### src/rtl/rtype_ctrl_seq.sv
// rtype_ctrl_seq: control-step sequencer for register-register ALU instructions
// (fetch with memory wait states, Y/Z operand steps, LO/HI writeback, illegal trap).
module rtype_ctrl_seq #(
  parameter int NREG = 16,
  parameter int OPC_W = 5,
  parameter logic [31:0] ALU_MASK = 32'h0000_FFFC,
  parameter logic [OPC_W-1:0] OPC_MUL = OPC_W'(5'b01111),
  parameter logic [OPC_W-1:0] OPC_DIV = OPC_W'(5'b10000),
  parameter bit ZERO_R0 = 1'b1
) (
  input  logic             Clock,
  input  logic             Resetn,
  input  logic             start,
  input  logic             mem_ready,
  input  logic [31:0]      ir,
  output logic             PCout,
  output logic             MARin,
  output logic             IncPC,
  output logic             PCin,
  output logic             Read,
  output logic             MDRin,
  output logic             MDRout,
  output logic             IRin,
  output logic             Yin,
  output logic             Zin,
  output logic             Zlowout,
  output logic             Zhighout,
  output logic             HIin,
  output logic             LOin,
  output logic [NREG-1:0]  Rin,
  output logic [NREG-1:0]  Rout,
  output logic [OPC_W-1:0] opcode,
  output logic             busy,
  output logic             done,
  output logic             illegal
);
  localparam int RW = $clog2(NREG);
  typedef enum logic [3:0] {IDLE, T0, T1, T2, T3, T4, T5, T6, ILL} state_t;
  state_t state;
  logic [OPC_W-1:0] op;
  logic [RW-1:0] ra, rb, rc;
  logic muldiv, unused_ir;
  assign op = ir[31 -: OPC_W];
  assign ra = ir[31-OPC_W -: RW];
  assign rb = ir[31-OPC_W-RW -: RW];
  assign rc = ir[31-OPC_W-2*RW -: RW];
  assign unused_ir = ^ir;
  assign muldiv = op == OPC_MUL || op == OPC_DIV;
  // Indices at or above NREG decode to no register at all.
  function automatic logic [NREG-1:0] dec(input logic [RW-1:0] i);
    for (int k = 0; k < NREG; k++) dec[k] = int'(i) == k;
  endfunction
  always_ff @(posedge Clock or negedge Resetn)
    if (!Resetn) state <= IDLE;
    else
      case (state)
        IDLE:    state <= start ? T0 : IDLE;
        T0:      state <= T1;
        T1:      state <= mem_ready ? T2 : T1;
        T2:      state <= ALU_MASK[op] ? T3 : ILL;
        T3:      state <= T4;
        T4:      state <= T5;
        T5:      state <= muldiv ? T6 : IDLE;
        default: state <= IDLE;
      endcase
  assign PCout    = state == T0;
  assign MARin    = state == T0;
  assign IncPC    = state == T0;
  assign PCin     = state == T0;
  assign Read     = state == T1;
  assign MDRin    = state == T1;
  assign MDRout   = state == T2;
  assign IRin     = state == T2;
  assign Yin      = state == T3;
  assign Zin      = state == T4;
  assign Zlowout  = state == T5;
  assign LOin     = state == T5 && muldiv;
  assign Zhighout = state == T6;
  assign HIin     = state == T6;
  assign Rout     = state == T3 ? dec(rb) : state == T4 ? dec(rc) : '0;
  assign Rin      = state == T5 && !muldiv ? dec(ra) & ~NREG'(ZERO_R0) : '0;
  assign opcode   = state == T4 ? op : '0;
  assign busy     = state != IDLE;
  assign done     = state == T6 || (state == T5 && !muldiv);
  assign illegal  = state == ILL;
endmodule

### config.mk
export PLATFORM = sky130hd
export DESIGN_NAME = rtype_ctrl_seq
export DESIGN_NICKNAME = d
export VERILOG_FILES = /design/src/rtl/rtype_ctrl_seq.sv
export SDC_FILE = /design/constraint.sdc
export NUM_CORES = 1
export LEC_CHECK = 0
export ABC_AREA = 1
export BUFFER_PORTS_ARGS = -buffer_cell sky130_fd_sc_hd__buf_2
export CAP_MARGIN = 5
export CORE_MARGIN = 2
export CORE_UTILIZATION = 38
export DETAILED_ROUTE_END_ITERATION = 8
export PLACE_DENSITY = 0.9
export SLEW_MARGIN = 0
export SYNTH_ARGS = -nofsm -noshare
export SYNTH_HDL_FRONTEND = slang
export SYNTH_SLANG_ARGS = --single-unit
### constraint.sdc
create_clock -name Clock -period 3.3 [get_ports Clock]
set_clock_uncertainty 0.2 [all_clocks]
set_input_delay 0.495 -clock Clock [delete_from_list [all_inputs] [get_ports Clock]]
set_output_delay 0.495 -clock Clock [all_outputs]
set_load 0.01 [all_outputs]
Word-level counts from Yosys, hierarchy flattened
Memory sizes are Yosys's and may differ from the RTL's.
Index checks and enable logic that the tools add are counted.

word-level totals
  register bits = 4
  bits in read-only memories = 32
  bits of input ports = 36
  output and inout port bits = 54
  word-level logic and storage cells = 77
  memories kept = 1

memories
  memory           depth  width  read ports  clocked after Yosys merged registers in  write ports  RTL line  source
  (no name shown)  32     1      1           0                                        0            60        T2: state <= ALU_MASK[op] ? T3 : ILL;

operators by class
  $lt $le $gt $ge = 1
  equal/unequal tests = 55
  mux-type cells = 10
  reductions and logical operators = 9

operators by type and width
  operator            number
  $eq 4x4->1 const B  25
  $eq 4x3->1 const B  16
  $mux 16             3
  $eq 4x2->1 const B  8
  $pmux 4 s7          1
  $eq 4x1->1 const B  4
  $logic_not 4->1     3
  $lt 5x6->1 const B  1
  $eq 5x4->1 const B  1
  $eq 5x5->1 const B  1
  $mux 5              1
  $mux 4              1
  $reduce_bool 4->1   1
  $mux 1              3
  $mux 3              1
  $logic_and 1x1->1   2
  $logic_or 1x1->1    2
  $logic_not 1->1     1

Logic depth before layout (Yosys ltp)
Gate-level depths: netlist of run 1.

  depth after elaboration = 5
  gate-level depth with buffers = 8
  depth with buffers taken out = 7

Worst setup path after synthesis of run 1
Ideal clock, no wire load.

  path kind = flip-flop to output port
  from = register state[2]
  to = output port MARin
  arrival time = 1.295 ns
  required time = 2.605 ns
  path slack = 1.310 ns
  cell stages (with the launch flop) = 5
  cell sequence = dfrtp_1 nor2_1 inv_1 nor3_1 buf_4

between the ends
  word-level cells in the longest chain between the ends = 1

RTL lines
  item                    RTL line  source
  start, declared         39        state_t state;
  start signal, assigned  57        IDLE: state <= start ? T0 : IDLE;
  start signal, assigned  59        T1: state <= mem_ready ? T2 : T1;
  start signal, assigned  60
  $eq 4x1->1              --
  end, declared           17        output logic MARin,

Every way passes these cells.

Worst setup path after layout of run 1
  from = register state[3]
  to = output port Rout[11]

between the ends
  word-level cells in the longest chain between the ends = 3
  elaborated cells between the ends (all ways) = 4
  classes of those cells = eq/ne: 2; mux: 2

RTL lines
  item           RTL line  source
  $eq 4x3->1     80        assign Rout = state == T3 ? dec(rb) : state == T4 ? dec(rc) : '0;
  $mux 16        80
  $mux 16 *      80
  end, declared  31        output logic [NREG-1:0] Rout,

Every way passes the cells marked *; elsewhere a longest branch is shown, timed or not.

==> results.md, run 1 <==
* I/O Pins at 90
* Leakage at 0.842 nW
* Slowest cell on the critical path: dfrtp_1
* Die Area at about 2700 µm²
* Reg2Reg Depth at 7
* Clock buffer depth at 2
* Levels on crit path at 8
* Num CTS Buffers at 3
* Switch share at 0.530
* R2R Setup Slk at 1.84 ns
* Max H-tree Level at 1
* Initial antenna violation count at 0
* Power Total at ~0.47 mW
* Starting Density at 0.396
* Final setup fails at 0
* Synth Area per Inst at between 4 and 5 µm²
* Max-cap violations at 0
* Die Width at roughly 52 µm
* Critical Path RT at between 2 and 3 ns
* Setup crit end kind: output pin
* Most frequent cells in the layout: buf_2 (73), nand2_1 (44), nor2_1 (42)
* CP arrival at roughly 1.9 ns
* Net Switching at 0.247 mW
* Final hold vios at 0
* Pint at ~0.22 mW
* Fin crit period at about 2.5 ns
* Share of cells above drive strength 1 at 0.359
* Reg power frac at 0.196
* Routability cong. at 0.805
* Setup TNS at 0 ns
* Row count at 17
* Critical path startpoint: state[3]
* Commonest non-fill, non-tap cell in the layout: buf_2
* Inserted Diodes at 0
* Die Y at slightly above 50 µm
* Total global-route track usage at 0.196
* Clock Power Share at 0.135
* WHS Endpoint: state[0]
* Top Registers: state x4
* Pin count of the biggest net entering global routing at 12
* Outcome: finished clean
* Root buf cell: clkbuf_4
* Pwr Density at ~380 nW/µm²
* HP Class: primary input to flop
* DRT antenna net count at 0
* Unique masters post-synth at 18
* Area delta synth->final at 42.6%
* Fillers at 238
* Clk_lat worst skew at 0.24 ns
* Reg-to-Reg End: state[0]
* Vias per cell at around 4.6
* CP Launch Type: flop
* Synthesized cell area at approximately 870 µm²
* Final WS setup at approximately 0.75 ns
* Yosys reg bits at 4
* Yosys warnings at 0
* DRT iter0 DRCs at 29
* Tcrit/Tclk final at 0.772
* Logic gate share of total power at 0.669
* # port buffers at 73
* Fmax at around 400 MHz
* GR Overflow Total at 0
* Synthesized Nets at 212
* Clock transition at path regs at ~0.040 ns
* Worst path cell trace: inv_1 -> nand2_2 -> inv_1 -> nand2_1 -> nor2_1 -> nand2_1 -> o21ai_0 -> buf_2
* Avg WL per Cell at ~9.4 µm
* Post-CTS Setup Bufs at 0
* CP max FO at 11
* Core Box Area at roughly 2200 µm²
* Top cell family by delay on the critical path: simple AND/OR/NAND/NOR gates
* Max FFs per register at 4
* Worst VDD drop at roughly 0.28 mV
* DRC at 0
* Reg with most FFs: state
* Vias at around 1,300
* Final net count at between 200 and 300
* Pre-CTS WS at 1.05 ns
* Clock sinks at 4
* Post-Route WL at roughly 2.6 mm
* WHS Path Cells at 5
* Worst R2R Start: state[2]
* WHS at roughly 0.35 ns
* Post-synthesis sequential area ratio at 0.115
* Buffers plus inverters on the worst setup path at 3
* Cell count after synthesis at 176
* Critical path class: flop to output pin
* Wire length of the first global-routing pass at about 4 mm
* DP HPWL at between 2 and 2.5 mm
* TritonCTS clock tree: yes
* Vias in the first global route at between 1,000 and 1,500
* Post-route core utilization at 0.564
* Critical path's largest stage delay at ~0.37 ns
* First drt pass iteration count at 4
* Pins Over Slew Limit at 0
* Hold wc startpoint: mem_ready
* RSZ-0062 raised after global routing: no
-- Yosys cell counts (all sizes together) --
library cell	count	area share
nor2	48	0.24
nand2	45	0.20
inv	34	0.15
nand3	14	0.081
o21ai	13	0.075
buf	8	0.074
dfrtp	4	0.12
nand4	3	0.022
nor3	3	0.023
a21oi	2	0.012
conb	1	0.0043
or2	1	0.0072
-- final cells by class --
cell class / instances / area (µm²) / share of cell area
Clock buffer: 3 / 22.5 / 0.0182
Multi-Input combinational cell: 130 / 576 / 0.466
Inverter: 34 / 128 / 0.103
Timing Repair Buffer: 74 / 375 / 0.304
Tap cell: 28 / 35.0 / 0.0283
Sequential cell: 4 / 100 / 0.0810
-- power by group through the flow --
stage	logic, mW	clock network (mW)	registers (mW)
after floorplan	0.241	0	0.0870
final	0.311	0.0626	0.0913
after CTS	0.312	0.0636	0.0911
after global placement	0.304	0	0.0894
after detailed placement	0.310	0	0.0918
after global routing	0.350	0.0643	0.0939
-- through the flow --
stage	std cells	cell area, µm²
floorplan	176	867
global placement	269	1200
detailed placement	269	1200
CTS	273	1240
global route	273	1240
finish	273	1240
-- per-layer routing --
layer / share of wire / global-route usage / vias up
met5: 0 / 0 / -
met4: 0.020 / 0.0877 / 0
met3: 0.079 / 0.0345 / 6
met2: 0.50 / 0.374 / 49
met1: 0.40 / 0.207 / 546
li1: - / - / 668
-- worst max-delay path by stage --
stage	slack [ns]	to
finish	0.75	Rout[11]
CTS	0.79	Rout[11]
detailed placement	1.05	Rout[11]
floorplan	1.31	MARin
global route	0.58	Rout[15]
global placement	1.07	Rout[11]
-- worst reg2reg max path: stages (launching register included) --
cell and delay [ns]:
dfrtp_1 0.39, nor2_1 0.26, inv_1 0.10, nor2_1 0.22, nand2_1 0.08, nand2_1 0.06, inv_1 0.03, nand3_1 0.06
-- what timing repair did --
item / 4_1_cts / 5_1_grt
hold endpoints to repair: 4 / 0
gates resized for setup: 0 / 0
hold buffers: 1 / 0
-- kinds of logic after synthesis --
kind of cell | share of synthesized area
AND/OR/NAND/NOR | 0.573
buffers and inverters | 0.221
AO/OA/AOI/OAI | 0.0866
flip-flops | 0.115
other | 0.00432
Power figures use the tool's default switching activity.
==> run 2, diff against run 1 <==
CORE_UTILIZATION = 35   (was 38)
PLACE_DENSITY = 0.84   (was 0.9)
clock period = 2.55 ns   (was 3.3 ns; I/O delays follow)
==> run 2 against run 1 <==
  * Power increased by 29%
  * Sequential power rose by 28%
  * Sequential share of layout area shrank 0.065 points
  * First-iteration DRC count shrank 41%
  * Largest cell class unchanged
==> results.md, run 2 (synthesis results as in run 1) <==
* WHS Path Cells at 5 (unchanged)
* HP Class: primary input to flop
* Critical Path RT at 1.97 ns (-0.63 ns)
* Clock transition at path regs at 0.04 ns (about the same)
* CTS resizes at 0 (unchanged)
* Worst R2R Start: state[2]
* Reg-to-Reg End: state[0]
* Die Width at 53.8 µm (+3.9%)
* WHS Endpoint: state[0]
* Outcome: finished clean
* Core Box Area at 2410 µm² (+10%)
* Fmax at 446 MHz
* Die Area at 2890 µm² (+7.9%)
* Final setup fails at 0 (unchanged)
* Most frequent cells in the layout: buf_2 (73), nand2_1 (44), nor2_1 (42)
* Max FFs per register at 4 (unchanged)
* Fillers at 262 (+10%)
* Initial antenna violation count at 0 (unchanged)
* Final instance area at 1250 µm² (+0.81%)
* Pins Over Slew Limit at 0 (unchanged)
* TritonCTS clock tree: yes
* CP max FO at 5 (-6)
* RSZ-0062 raised after global routing: no
* GR Overflow Total at 0 (unchanged)
* Vias per cell at 4.45 (-4.4%)
* Clock buffer depth at 2 (unchanged)
* Post-Route WL at 2.52 mm (-1.8%)
* Max H-tree Level at 1 (unchanged)
* Vias in the first global route at 953 (-9.7%)
* Reg2Reg Depth at 7 (unchanged)
* Num CTS Buffers at 3 (unchanged)
* Root buf cell: clkbuf_4
* Routability cong. at 0.804 (-0.14%)
* Tcrit/Tclk final at 0.879
* DRC at 0 (unchanged)
* Fin crit period at 2.24 ns
* Pin count of the biggest net entering global routing at 8 (-4)
* Final hold vios at 0 (unchanged)
* # port buffers at 73 (unchanged)
* Avg WL per Cell at 9.11 µm (-2.9%)
* DRT iter0 DRCs at 17 (-41%)
* Wire length of the first global-routing pass at 3.70 mm (-7.4%)
* CP arrival at 1.66 ns (-0.19 ns)
* First drt pass iteration count at 4 (unchanged)
* Die Y at 53.8 µm (+3.9%)
* Setup TNS at 0 ns (unchanged)
* Row count at 18 (+1)
* Inserted Diodes at 0 (unchanged)
* Power Total at 0.602 mW (+29%)
* Total global-route track usage at 0.171 (-0.0249)
* WHS at 0.258 ns (-0.0910 ns)
* R2R Setup Slk at 1.07 ns (-0.77 ns)
* Clk_lat worst skew at 0.24 ns (about the same)
* Hold wc startpoint: mem_ready
* CP Launch Type: flop
* Placed cell area at 1210 µm² (+0.83%)
* Max-cap violations at 0 (unchanged)
* Commonest non-fill, non-tap cell in the layout: buf_2
* Final net count at 284 (+0.35%)
* Share of cells above drive strength 1 at 0.362 (+0.00260)
* Top Registers: state x4
* Reg with most FFs: state
* Setup crit end kind: output pin
* Starting Density at 0.360 (-0.0360)
* Placed cells at 272 (+1.1%)
* Area delta synth->final at 43.7%
* I/O Pins at 90 (unchanged)
* Clock sinks at 4 (unchanged)
* Pwr Density at 483 nW/µm² (+28%)
* Leakage at 0.846 nW (+0.50%)
* Vias at 1,227 (-3.3%)
* Worst VDD drop at 0.340 mV (+22%)
* Critical path class: flop to output pin
* Finished Layout Cells at 276 (+1.1%)
* DRT antenna net count at 0 (unchanged)
* DP HPWL at 2.20 mm (+3.0%)
[run 2: power breakdown]
part / leakage, nW / switching, mW / internal [mW]
Clock: 0.0138 / 0.0281 / 0.0528
Combinational: 0.780 / 0.260 / 0.144
Sequential: 0.0523 / 0.0289 / 0.0877
Total: 0.846 / 0.317 / 0.285
[run 2: timing repair]
item | CTS | global route
hold buffers | 1 | 0
endpoints found under the hold margin | 4 | 0
setup endpoints to repair | 0 | 0
setup buffers | 0 | 0
[run 2: per-layer routing]
| metal | vias to the layer above | routed length (µm) | GRT usage |
|---|---|---|---|
| met2 | 39 | 1190 | 0.297 |
| met4 | 0 | 25 | 0.0812 |
| met1 | 518 | 1130 | 0.210 |
| met5 | - | 0 | 0 |
| met3 | 3 | 166 | 0.0167 |
| li1 | 667 | - | - |
[run 2: worst max-delay path: stages (launching register included)]
cell,delay [ns]
dfrtp_1,0.37
inv_1,0.08
nand2_2,0.11
inv_1,0.10
nand2_1,0.17
nor2_1,0.26
nand2_1,0.07
o21ai_0,0.08
buf_2,0.16
[run 2: worst max path at each step]
stage	cells after the start	startpoint	endpoint	slack [ns]
2_1_floorplan	4	state[2]	MARin	0.67
3_3_place_gp	8	state[3]	Rout[11]	0.58
3_5_place_dp	8	state[3]	Rout[3]	0.56
4_1_cts	8	state[3]	Rout[3]	0.30
5_1_grt	8	state[3]	Rout[11]	0.15
6_report	8	state[3]	Rout[11]	0.31
[run 2: area by class of cell]
cell class | count | area (µm²) | share of cell area
Multi-Input combinational cell | 130 | 576 | 0.462
Timing Repair Buffer | 75 | 383 | 0.307
Inverter | 34 | 128 | 0.102
Sequential cell | 4 | 100 | 0.0803
Tap cell | 30 | 37.5 | 0.0301
Clock buffer | 3 | 22.5 | 0.0181
[run 2: metrics by stage]
stage                     utilization  setup WS, ns
final                           0.517         0.310
after global routing            0.517         0.147
after CTS                       0.517         0.299
after detailed placement        0.504         0.560
after global placement          0.504         0.581
after floorplan                     -         0.672
==> run 3, diff against run 2 <==
CORE_ASPECT_RATIO = 0.75   (was default)
==> run 3 against run 2 <==
  * Global-route usage is 0.26 points lower
  * Maximum frequency down 5.7%
  * Worst setup slack worse by 0.13 ns
  * Via count grew 4.1%
  * Count of clock-buffer cells in the layout stayed put
  * Worst hold slack worse by 0.024 ns
  * Power is 0.48% lower
  * Clock power is 2.7% lower
  * Die area up 0.14%
  * Cell count up 1.1%
  * Routed wire length up 2.8%
  * Core utilization increased by 1.7 points
==> results.md, run 3 (synthesis results as in run 1) <==
* TritonCTS clock tree: yes
* DRT antenna net count at 0 (unchanged)
* DRT iter0 DRCs at 92 (+75)
* Pint at 0.283 mW (-0.79%)
* Logic gate share of total power at 0.672 (about the same)
* Clock buffer depth at 2 (unchanged)
* Inserted Diodes at 0 (unchanged)
* Clock Power Share at 0.131 (-0.003)
* Core Box Area at 2330 µm² (-3.4%)
* Row count at 15 (-3)
* Critical path class: flop to output pin
* Most frequent cells in the layout: buf_2 (73), nand2_1 (44), nor2_1 (42)
* Final hold vios at 0 (unchanged)
* Met2 usage at 0.253 (-0.0436)
* Critical Path RT at 1.97 ns (about the same)
* Max FFs per register at 4 (unchanged)
* Top Usage Layer GRT: met1
* DP HPWL at 2.23 mm (+1.5%)
* Setup TNS at 0 ns (unchanged)
* Met3 track demand over resource at 0.0248 (+0.00813)
* Vias at 1,277 (+4.1%)
* Switch share at 0.528 (+0.00146)
* Outcome: finished clean
* Vias per cell at 4.58 (+3.0%)
* Fmax at 421 MHz (-5.7%)
* Leakage at 0.842 nW (-0.49%)
* Final setup fails at 0 (unchanged)
* Clk_lat worst skew at 0.24 ns (about the same)
* First drt pass iteration count at 5 (+1)
* Reg with most FFs: state
* Root buf cell: clkbuf_4
* Num CTS Buffers at 3 (unchanged)
* RSZ-0062 raised after global routing: no
* CP arrival at 1.79 ns (+0.13 ns)
* Share of cells above drive strength 1 at 0.359 (-0.00260)
* Post-Route WL at 2.59 mm (+2.8%)
* CP Launch Type: flop
* Fin crit period at 2.38 ns (+0.135 ns)
* Reg power frac at 0.197 (+0.003)
* Clock sinks at 4 (unchanged)
* Die Y at 47.1 µm (-12%)
* Tcrit/Tclk final at 0.931 (+0.0529)
* WHS at 0.233 ns (-0.0242 ns)
* Post-route core utilization at 0.534 (+0.0173)
* Starting Density at 0.373 (+0.0128)
* # port buffers at 73 (unchanged)
* CTS resizes at 0 (unchanged)
* I/O Pins at 90 (unchanged)
* Top Registers: state x4
* Routing usage on met1 at 0.255 (+0.0449)
* CP max FO at 11 (+6)
* Pwr Density at 482 nW/µm² (-0.28%)
* Commonest non-fill, non-tap cell in the layout: buf_2
* Die Width at 61.5 µm (+14%)
* DRC at 0 (unchanged)
* Vias in the first global route at 922 (-3.3%)
* Net Switching at 0.317 mW (-0.21%)
* Wire length of the first global-routing pass at 3.73 mm (+0.92%)
* Initial antenna violation count at 0 (unchanged)
* Avg WL per Cell at 9.27 µm (+1.7%)
* Setup crit end kind: output pin
* Area delta synth->final at 43.4%
* Total global-route track usage at 0.169 (-0.00261)
* Die Area at 2900 µm² (+0.14%)
* GR Overflow Total at 0 (unchanged)
* Clock transition at path regs at 0.04 ns (about the same)
* Max-cap violations at 0 (unchanged)
* Pin count of the biggest net entering global routing at 12 (+4)
* Pins Over Slew Limit at 0 (unchanged)
* Worst VDD drop at 0.214 mV (-37%)
* HP Class: primary input to flop
* Max H-tree Level at 1 (unchanged)
* Routability cong. at 0.848 (+5.4%)
* Final net count at 283 (-0.35%)
## run 3: final cells by class
type	instances	area, µm²
repair buffers	74	375
multi-input cells	130	576
inverters	34	128
flip-flops and latches	4	100
well taps	34	42.5
clock buffers	3	22.5
fillers	264	1080
## run 3: final timing paths
kind                       cells after the start  slack (ns)      start  endpoint
min in group asynchronous                      2        0.29     Resetn  state[0]
hold / removal                                 5        0.23  mem_ready  state[0]
max in group asynchronous                      2        1.74     Resetn  state[1]
setup / recovery                               8        0.17   state[3]   Rout[3]
setup reg to reg                               7        1.03   state[2]  state[0]
hold reg to reg                                3        0.48   state[3]  state[3]
## run 3: layer usage
metal,vias up,share of wire,wire length [µm]
met3,2,0.091,234
met5,-,0,0
met1,547,0.49,1270
li1,666,-,-
met4,0,0.0027,7
met2,62,0.42,1080
## run 3: power by group through the flow
stage	Combinational, mW	Sequential (mW)	Clock [mW]
3_5_place_dp	0.403	0.117	0
6_report	0.403	0.118	0.0787
3_3_place_gp	0.394	0.116	0
4_1_cts	0.405	0.117	0.0821
2_1_floorplan	0.312	0.113	0
5_1_grt	0.457	0.121	0.0886
## run 3: worst max-delay path, stage by stage (launching register included)
cell	delay [ns]
dfrtp_1	0.37
inv_1	0.09
nand2_2	0.12
inv_1	0.10
nand2_1	0.27
nor2_1	0.31
nand2_1	0.09
o21ai_0	0.08
buf_2	0.15
## run 3: through the flow
step	power, mW	setup WS (ns)	cell area [µm²]	instances
2_1_floorplan	0.425	0.672	867	176
3_3_place_gp	0.510	0.453	1210	275
3_5_place_dp	0.520	0.427	1210	275
4_1_cts	0.604	0.167	1240	279
5_1_grt	0.666	0.0352	1240	279
6_report	0.599	0.175	1240	279
## run 3: repair_timing
action	in CTS	in global routing
endpoints found under the hold margin	4	0
hold buffers	1	0
buffers inserted	0	0
